===== src/rtl/cpu_sequencer_pkg.sv =====
// Shared types and phase constants for the CPU timing-phase sequencer.
package cpu_sequencer_pkg;

    typedef enum logic [1:0] {
        IDLE   = 2'd0,
        RUN    = 2'd1,
        STEP   = 2'd2,
        HALTED = 2'd3
    } seq_state_t;

    localparam int PHASES = 16;
    localparam logic [3:0] PH_LAST      = 4'(PHASES - 1);
    localparam logic [3:0] PH_FETCH_END = 4'd7;
    localparam logic [3:0] PH_ALU       = 4'd12;

endpackage


===== src/rtl/seq_phase_ctr.sv =====
// Four-bit instruction phase counter; forced to 0 whenever the sequencer is not busy.
module seq_phase_ctr
    import cpu_sequencer_pkg::*;
(
    input  logic       clk,
    input  logic       rst,
    input  logic       en,
    output logic [3:0] ph,
    output logic [3:0] ph_next,
    output logic       wrap
);

    // ph_next is exported so the top can register phase outputs aligned with ph.
    assign ph_next = en ? ph + 4'd1 : 4'd0;
    assign wrap    = en && (ph == PH_LAST);

    always_ff @(posedge clk or posedge rst) begin
        if (rst) begin
            ph <= 4'd0;
        end else begin
            ph <= ph_next;
        end
    end

endmodule


===== src/rtl/cpu_sequencer.sv =====
// Run/step/halt sequencer producing the core's phase clocks and counting retired instructions.
module cpu_sequencer
    import cpu_sequencer_pkg::*;
#(
    parameter int CNT_W = 16
) (
    input  logic             clk,
    input  logic             rst,
    input  logic             run,
    input  logic             step,
    input  logic             clear,
    input  logic             halt,
    output logic             cntrl_clk,
    output logic             alu_clk,
    output logic             fetch,
    output logic             busy,
    output logic             halted,
    output logic             instr_done,
    output logic [CNT_W-1:0] instr_count
);

    seq_state_t state;
    seq_state_t state_next;
    logic       busy_now;
    logic       next_busy;
    logic       halt_q;
    logic       halt_seen;
    logic [3:0] ph;
    logic [3:0] ph_next;
    logic       wrap;

    assign busy_now  = (state == RUN) || (state == STEP);
    assign next_busy = (state_next == RUN) || (state_next == STEP);
    assign halt_seen = halt_q | halt;

    seq_phase_ctr u_phase (
        .clk     (clk),
        .rst     (rst),
        .en      (busy_now),
        .ph      (ph),
        .ph_next (ph_next),
        .wrap    (wrap)
    );

    // State changes out of RUN/STEP only happen on the instruction boundary.
    always_comb begin
        state_next = state;
        case (state)
            IDLE: begin
                if (run) begin
                    state_next = RUN;
                end else if (step) begin
                    state_next = STEP;
                end
            end
            RUN: begin
                if (wrap) begin
                    if (halt_seen) begin
                        state_next = HALTED;
                    end else if (!run) begin
                        state_next = IDLE;
                    end
                end
            end
            STEP: begin
                if (wrap) begin
                    state_next = halt_seen ? HALTED : IDLE;
                end
            end
            HALTED: begin
                if (clear) begin
                    state_next = IDLE;
                end
            end
            default: state_next = IDLE;
        endcase
    end

    always_ff @(posedge clk or posedge rst) begin
        if (rst) begin
            state <= IDLE;
        end else begin
            state <= state_next;
        end
    end

    always_ff @(posedge clk or posedge rst) begin
        if (rst) begin
            halt_q <= 1'b0;
        end else if (clear || wrap) begin
            halt_q <= 1'b0;
        end else if (busy_now && halt) begin
            halt_q <= 1'b1;
        end
    end

    // Phase outputs are decoded from the next phase so they line up with ph.
    always_ff @(posedge clk or posedge rst) begin
        if (rst) begin
            cntrl_clk <= 1'b0;
            fetch     <= 1'b0;
            alu_clk   <= 1'b0;
        end else begin
            cntrl_clk <= next_busy && ph_next[0];
            fetch     <= next_busy && (ph_next <= PH_FETCH_END);
            alu_clk   <= next_busy && (ph_next == PH_ALU);
        end
    end

    always_ff @(posedge clk or posedge rst) begin
        if (rst) begin
            instr_done  <= 1'b0;
            instr_count <= '0;
        end else begin
            instr_done <= wrap;
            if (wrap && (instr_count != {CNT_W{1'b1}})) begin
                instr_count <= instr_count + CNT_W'(1);
            end
        end
    end

    assign busy   = busy_now;
    assign halted = (state == HALTED);

endmodule


===== config.mk =====
export PLATFORM = sky130hd
export DESIGN_NAME = cpu_sequencer
export DESIGN_NICKNAME = d
export VERILOG_FILES = /design/src/rtl/cpu_sequencer_pkg.sv /design/src/rtl/seq_phase_ctr.sv /design/src/rtl/cpu_sequencer.sv
export SDC_FILE = /design/constraint.sdc
export NUM_CORES = 1
export LEC_CHECK = 0
export BUFFER_PORTS_ARGS = -buffer_cell sky130_fd_sc_hd__buf_2
export CAP_MARGIN = 20
export CORE_AREA = 2 2 56 58
export CTS_CLUSTER_DIAMETER = 80
export DETAILED_ROUTE_END_ITERATION = 8
export DIE_AREA = 0 0 58 60
export PLACE_DENSITY_LB_ADDON = 0.25
export SLEW_MARGIN = 20
export SYNTH_ARGS = -nofsm -noshare
export SYNTH_HDL_FRONTEND = slang
export SYNTH_SLANG_ARGS = --single-unit

===== constraint.sdc =====
create_clock -name clk -period 2.1 [get_ports clk]
set_clock_uncertainty 0.15 [all_clocks]
set_input_delay 0.42 -clock clk [delete_from_list [all_inputs] [get_ports clk]]
set_output_delay 0.42 -clock clk [all_outputs]
set_load 0.02 [all_outputs]

## Word level (Yosys, flattened, before mapping)

Cells that the tools add are included.

| storage, ports and cells | value |
|---|---|
| register bits | 27 |
| bits of input ports | 6 |
| output and inout port bits | 22 |
| word-level logic and storage cells | 43 |

| cells by class | value |
|---|---|
| add/sub/neg operators | 2 |
| $lt $le $gt $ge | 1 |
| eq/ne operators | 8 |
| multiplexer cells | 12 |
| bitwise logic cells | 1 |
| reductions and logical operators | 11 |

Operators with widths:

| operator | number |
|---|---|
| $add A16 B1 Y16 const B | 1 |
| $mux W2 | 8 |
| $ne A16 B16 Y1 const B | 1 |
| $eq A4 B4 Y1 const B | 2 |
| $pmux W2 S4 | 1 |
| $eq A2 B2 Y1 const B | 3 |
| $logic_and A1 B1 Y1 | 6 |
| $add A4 B1 Y4 const B | 1 |
| $eq A2 B1 Y1 const B | 2 |
| $le A4 B3 Y1 const B | 1 |
| $mux W4 | 1 |
| $logic_or A1 B1 Y1 | 3 |
| $logic_not A2 Y1 | 1 |
| $mux W1 | 2 |
| $reduce_bool A2 Y1 | 1 |
| $or A1 B1 Y1 | 1 |

## Depth between registers and ports, before layout

| depth | value |
|---|---|
| word-level depth | 8 |
| depth in mapped cells | 8 |

## Cells and area by module

Synthesis repeated with hierarchy kept, for this count alone.

| second synthesis, totals | value |
|---|---|
| cell total of the unflattened synthesis | 116 |
| area, all modules | 1,308.8 µm² |

Modules (own cells, without submodules):

| module | times used | cells an instance | area an instance (µm²) |
|---|---|---|---|
| cpu_sequencer | 1 | 101 | 1,129.8 |
| seq_phase_ctr | 1 | 15 | 178.9 |

## Worst setup path before layout

OpenSTA, ideal clock, no wires.

| timing path | value |
|---|---|
| path type | register to register |
| start point | reg state[0] |
| end point | reg cntrl_clk |
| arrival time | 2.000 ns |
| data required time | 1.862 ns |
| setup slack | -0.139 ns |
| stages on the path, launching flop included | 9 |
| path buffers | 1 |
| cell sequence | dfrtp_1 -> inv_1 -> ha_1 -> and4_1 -> buf_6 -> a211oi_1 -> o32a_2 -> xnor2_2 -> nor3b_1 |

| between the ends | value |
|---|---|
| cells in the longest elaborated chain, start to end | 8 |

Ends and longest elaborated chain:

| what | RTL line | text |
|---|---|---|
| start, declared | cpu_sequencer.sv:22 | `seq_state_t state;` |
| start signal, assigned | cpu_sequencer.sv:83 | `state <= state_next;` |
| $eq A2 B1 Y1 / $eq A2 B2 Y1 (equally long branches) | cpu_sequencer.sv:32 | `assign busy_now = (state == RUN) \|\| (state == STEP);` |
| $logic_or A1 B1 Y1 * | cpu_sequencer.sv:32 |  |
| net busy | cpu_sequencer.sv:16 | `output logic busy,` |
| $logic_and A1 B1 Y1 * | seq_phase_ctr.sv:15 | `assign wrap = en && (ph == PH_LAST);` |
| net u_phase.wrap | seq_phase_ctr.sv:10 | `output logic wrap` |
| $mux W2 (on tied branches) | cpu_sequencer.sv:66, cpu_sequencer.sv:57 |  |
| $pmux W2 S4 * | cpu_sequencer.sv:48 | `case (state)` |
| net state_next[0] | cpu_sequencer.sv:23 | `seq_state_t state_next;` |
| $eq A2 B1 Y1 / $eq A2 B2 Y1 (equally long branches) | cpu_sequencer.sv:33 | `assign next_busy = (state_next == RUN) \|\| (state_next == STEP);` |
| $logic_or A1 B1 Y1 * | cpu_sequencer.sv:33 |  |
| $logic_and A1 B1 Y1 * | cpu_sequencer.sv:104 | `cntrl_clk <= next_busy && ph_next[0];` |
| end signal, assigned | cpu_sequencer.sv:104 |  |
| end, declared | cpu_sequencer.sv:13 | `output logic cntrl_clk,` |

The timed path passes the listed nets; every way through them passes the cells marked *.
A chain may end at the register's enable or synchronous reset.

## Worst setup path in the final report

| timing path | value |
|---|---|
| start point | reg state[0] |
| end point | out busy |

| between the ends | value |
|---|---|
| cells in the longest elaborated chain, start to end | 2 |

Ends and longest elaborated chain:

| what | RTL line |
|---|---|
| $eq A2 B1 Y1 / $eq A2 B2 Y1 (equally long branches) | cpu_sequencer.sv:32 |
| $logic_or A1 B1 Y1 * | cpu_sequencer.sv:32 |
| end, declared | cpu_sequencer.sv:16 |

Every way passes the cells marked *; elsewhere a longest branch is shown, timed or not.

==> results_dict.tcl <==
set metrics [dict create \
    rsz0062_at_grt "false" \
    wl_per_cell_um 13.1 \
    ys_ff_latch 27 \
    grt_max_degree 19 \
    synthCells 115 \
    reg2reg_depth 8 \
    min_path_type "in2reg" \
    start_kind "register" \
    clockRootBuffer "clkbuf_4" \
    fin_setup_tns_ps 0 \
    dp.cells 181 \
    worst_slew_pin_slew_ps 456 \
    cts_buffers 3 \
    ys_warn_count 0 \
    grt_pass1_vias 959 \
    yosysSeqAreaShare 0.515 \
    synth_top_cell_by_area "dfrtp_1" \
    tritoncts "yes" \
    rows 20 \
    reg2reg_from "state[1]" \
    crit_required_ps 1530 \
    start_util 0.452 \
    portBuffers 27 \
    synth_area_sq_mm 0.00131 \
    fin_area_sq_mm 0.00160 \
    gr-usage-all-layers 0.164 \
    clk_latency_ps 330 \
    hold_depth 2 \
    dr_total_vias 953 \
    fin_crit_sh 0.960 \
    synth_top_area_frac 0.515 \
    hpwl_um 1910 \
    drive_above_1_share 0.318 \
    instances_no_fill 187 \
    ioPinCount 28 \
    vias_per_cell 5.10 \
    p_per_area_mw_per_mm2 952 \
    drv_cap 0 \
    drt-initial-drc-count 19 \
    slew_headroom 0.696 \
    r2r_end "alu_clk" \
    ir_drop_mv 0.644 \
    syn-num-nets 127 \
    antenna_found_initial 0 \
    hold_viol_final 0 \
    gp_congestion 0.828 \
    min_period_ps 2020 \
    final_cell_mix "dfrtp_1 (27), buf_2 (27), nor2_1 (14), xor2_1 (9), buf_4 (8)" \
    nNetsFinal 167 \
    drcViolationCount 0 \
    drv_slew 0 \
    grt_pass1_wl_um 4290 \
    hp-start "clear" \
    leakage_nw 0.858 \
    path_class "reg2out" \
    synth_area_leaders "dfrtp_1 (51%), xor2_1 (6.0%), ha_1 (5.7%), xnor2_1 (4.7%), nor2_1 (4.0%)" \
    drtPass1Iterations 3 \
    synth_area_per_cell_sq_um 11.4 \
    drtAntennaViolNets 0 \
    die_w_um 58 \
    setup_viol 0 \
    min_to "halt_q" \
    htree_levels 1 \
    core_area_sq_mm 0.00290 \
    cp.arrival_ps 1450 \
    reg2reg_slack_ps 130 \
    clk_pin_slew_ps 150 \
    max_freq_mhz 496 \
    drt_wl_total_um 2450 \
    end_kind "primary output" \
    status "completed" \
    grt_overflow 0 \
    dieArea_sq_mm 0.00348 \
    syn_to_final_growth_pct 21.7 \
    die_h_um 60 \
    clockBufferDepth 2 \
    postPlaceCellArea_sq_mm 0.00154 \
    synthDistinctLibCells 32 \
    diodes 0 \
    clock-sinks 27 \
    crit_fanout 6 \
]
==> power by group <==
part,total [mW],switching [mW],internal [mW]
registers,0.641,0.0483,0.593
clock network,0.229,0.156,0.0729
logic,0.652,0.344,0.307
==> logic make-up after synthesis <==
| logic type | after synthesis | share of synthesized area |
|---|---|---|
| AND/OR/NAND/NOR | 46 | 0.194 |
| flip-flops | 27 | 0.515 |
| XOR/XNOR | 17 | 0.119 |
| AO/OA/AOI/OAI | 13 | 0.0829 |
| adder cells (fa/ha/maj) | 6 | 0.0572 |
| buffers and inverters | 5 | 0.0200 |
| multiplexers | 1 | 0.0114 |
==> per-layer routing <==
metal,routed length (um),GRT usage
met5,0,0
met4,39,0.0698
met3,86,0.0281
met2,1200,0.276
met1,1120,0.210
==> worst max path at each step <==
stage               depth (start not counted)   endpoint      from
floorplan                                   8  cntrl_clk  state[1]
global placement                            7  cntrl_clk  state[0]
detailed placement                          7  cntrl_clk  state[1]
CTS                                         7  cntrl_clk  state[1]
global route                                8    alu_clk  state[1]
finish                                      4       busy  state[0]
==> cells in the mapped netlist <==
| master | instances |
|---|---|
| nand4b_1 | 1 |
| o22ai_1 | 1 |
| and3b_2 | 1 |
| nor2b_1 | 1 |
| a211oi_1 | 1 |
| nor2_1 | 14 |
| o32a_2 | 1 |
| o31ai_4 | 1 |
| xnor2_2 | 1 |
| nand4_1 | 1 |
| dfrtp_1 | 27 |
| mux2_4 | 1 |
| nand3_1 | 7 |
| a31oi_1 | 1 |
| nand2_1 | 6 |
| inv_1 | 4 |
| xor2_1 | 9 |
| a21oi_1 | 4 |
| xnor2_1 | 7 |
| nand2b_1 | 2 |
| a41oi_1 | 2 |
| and2_1 | 3 |
| and4_1 | 2 |
| buf_6 | 1 |
| nor3b_1 | 1 |
| and4_4 | 1 |
| and3_1 | 3 |
| o211a_1 | 1 |
| nor3_1 | 2 |
| ha_1 | 6 |
| o31a_1 | 1 |
| nand3_4 | 1 |
==> area by class of cell <==
cell class / count / area, sq um
timing repair buffer: 36 / 205
clock buffer: 3 / 22.5
clock inverter: 1 / 7.51
sequential: 27 / 676
tap: 33 / 41.3
inverter: 4 / 15.0
multi-input combinational: 83 / 631
fill: 270 / 1310
==> metrics by stage <==
stage | hold slack (ps) | setup WS, ps | utilization | total power, mW
global placement | 246 | 178 | 0.531 | 1.25
global route | 86.2 | 19.7 | 0.550 | 1.62
floorplan | 320 | 31.2 | - | 1.09
finish | 104 | 84.5 | 0.550 | 1.52
detailed placement | 253 | 110 | 0.531 | 1.28
CTS | 92.0 | 68.2 | 0.545 | 1.51
==> state kept, by name (all words and copies together), names as in the netlist <==
name,count
alu_clk,1
instr_count,16
fetch,1
cntrl_clk,1
instr_done,1
u_phase.ph,4
halt_q,1
state,2
==> worst max-delay path, stage by stage (launching register included) <==
cell and delay (ps):
dfrtp_1 410, inv_1 160, ha_4 240, buf_4 150, buf_2 150
==> repair_timing <==
| action | 4_1_cts | 5_1_grt |
|---|---|---|
| gates resized for setup | 0 | 2 |
| hold buffers | 1 | 0 |
| setup buffers | 0 | 1 |
| endpoints found under the setup margin | 0 | 2 |
| endpoints found under the hold margin | 9 | 0 |
Power figures use the tool's default switching activity.
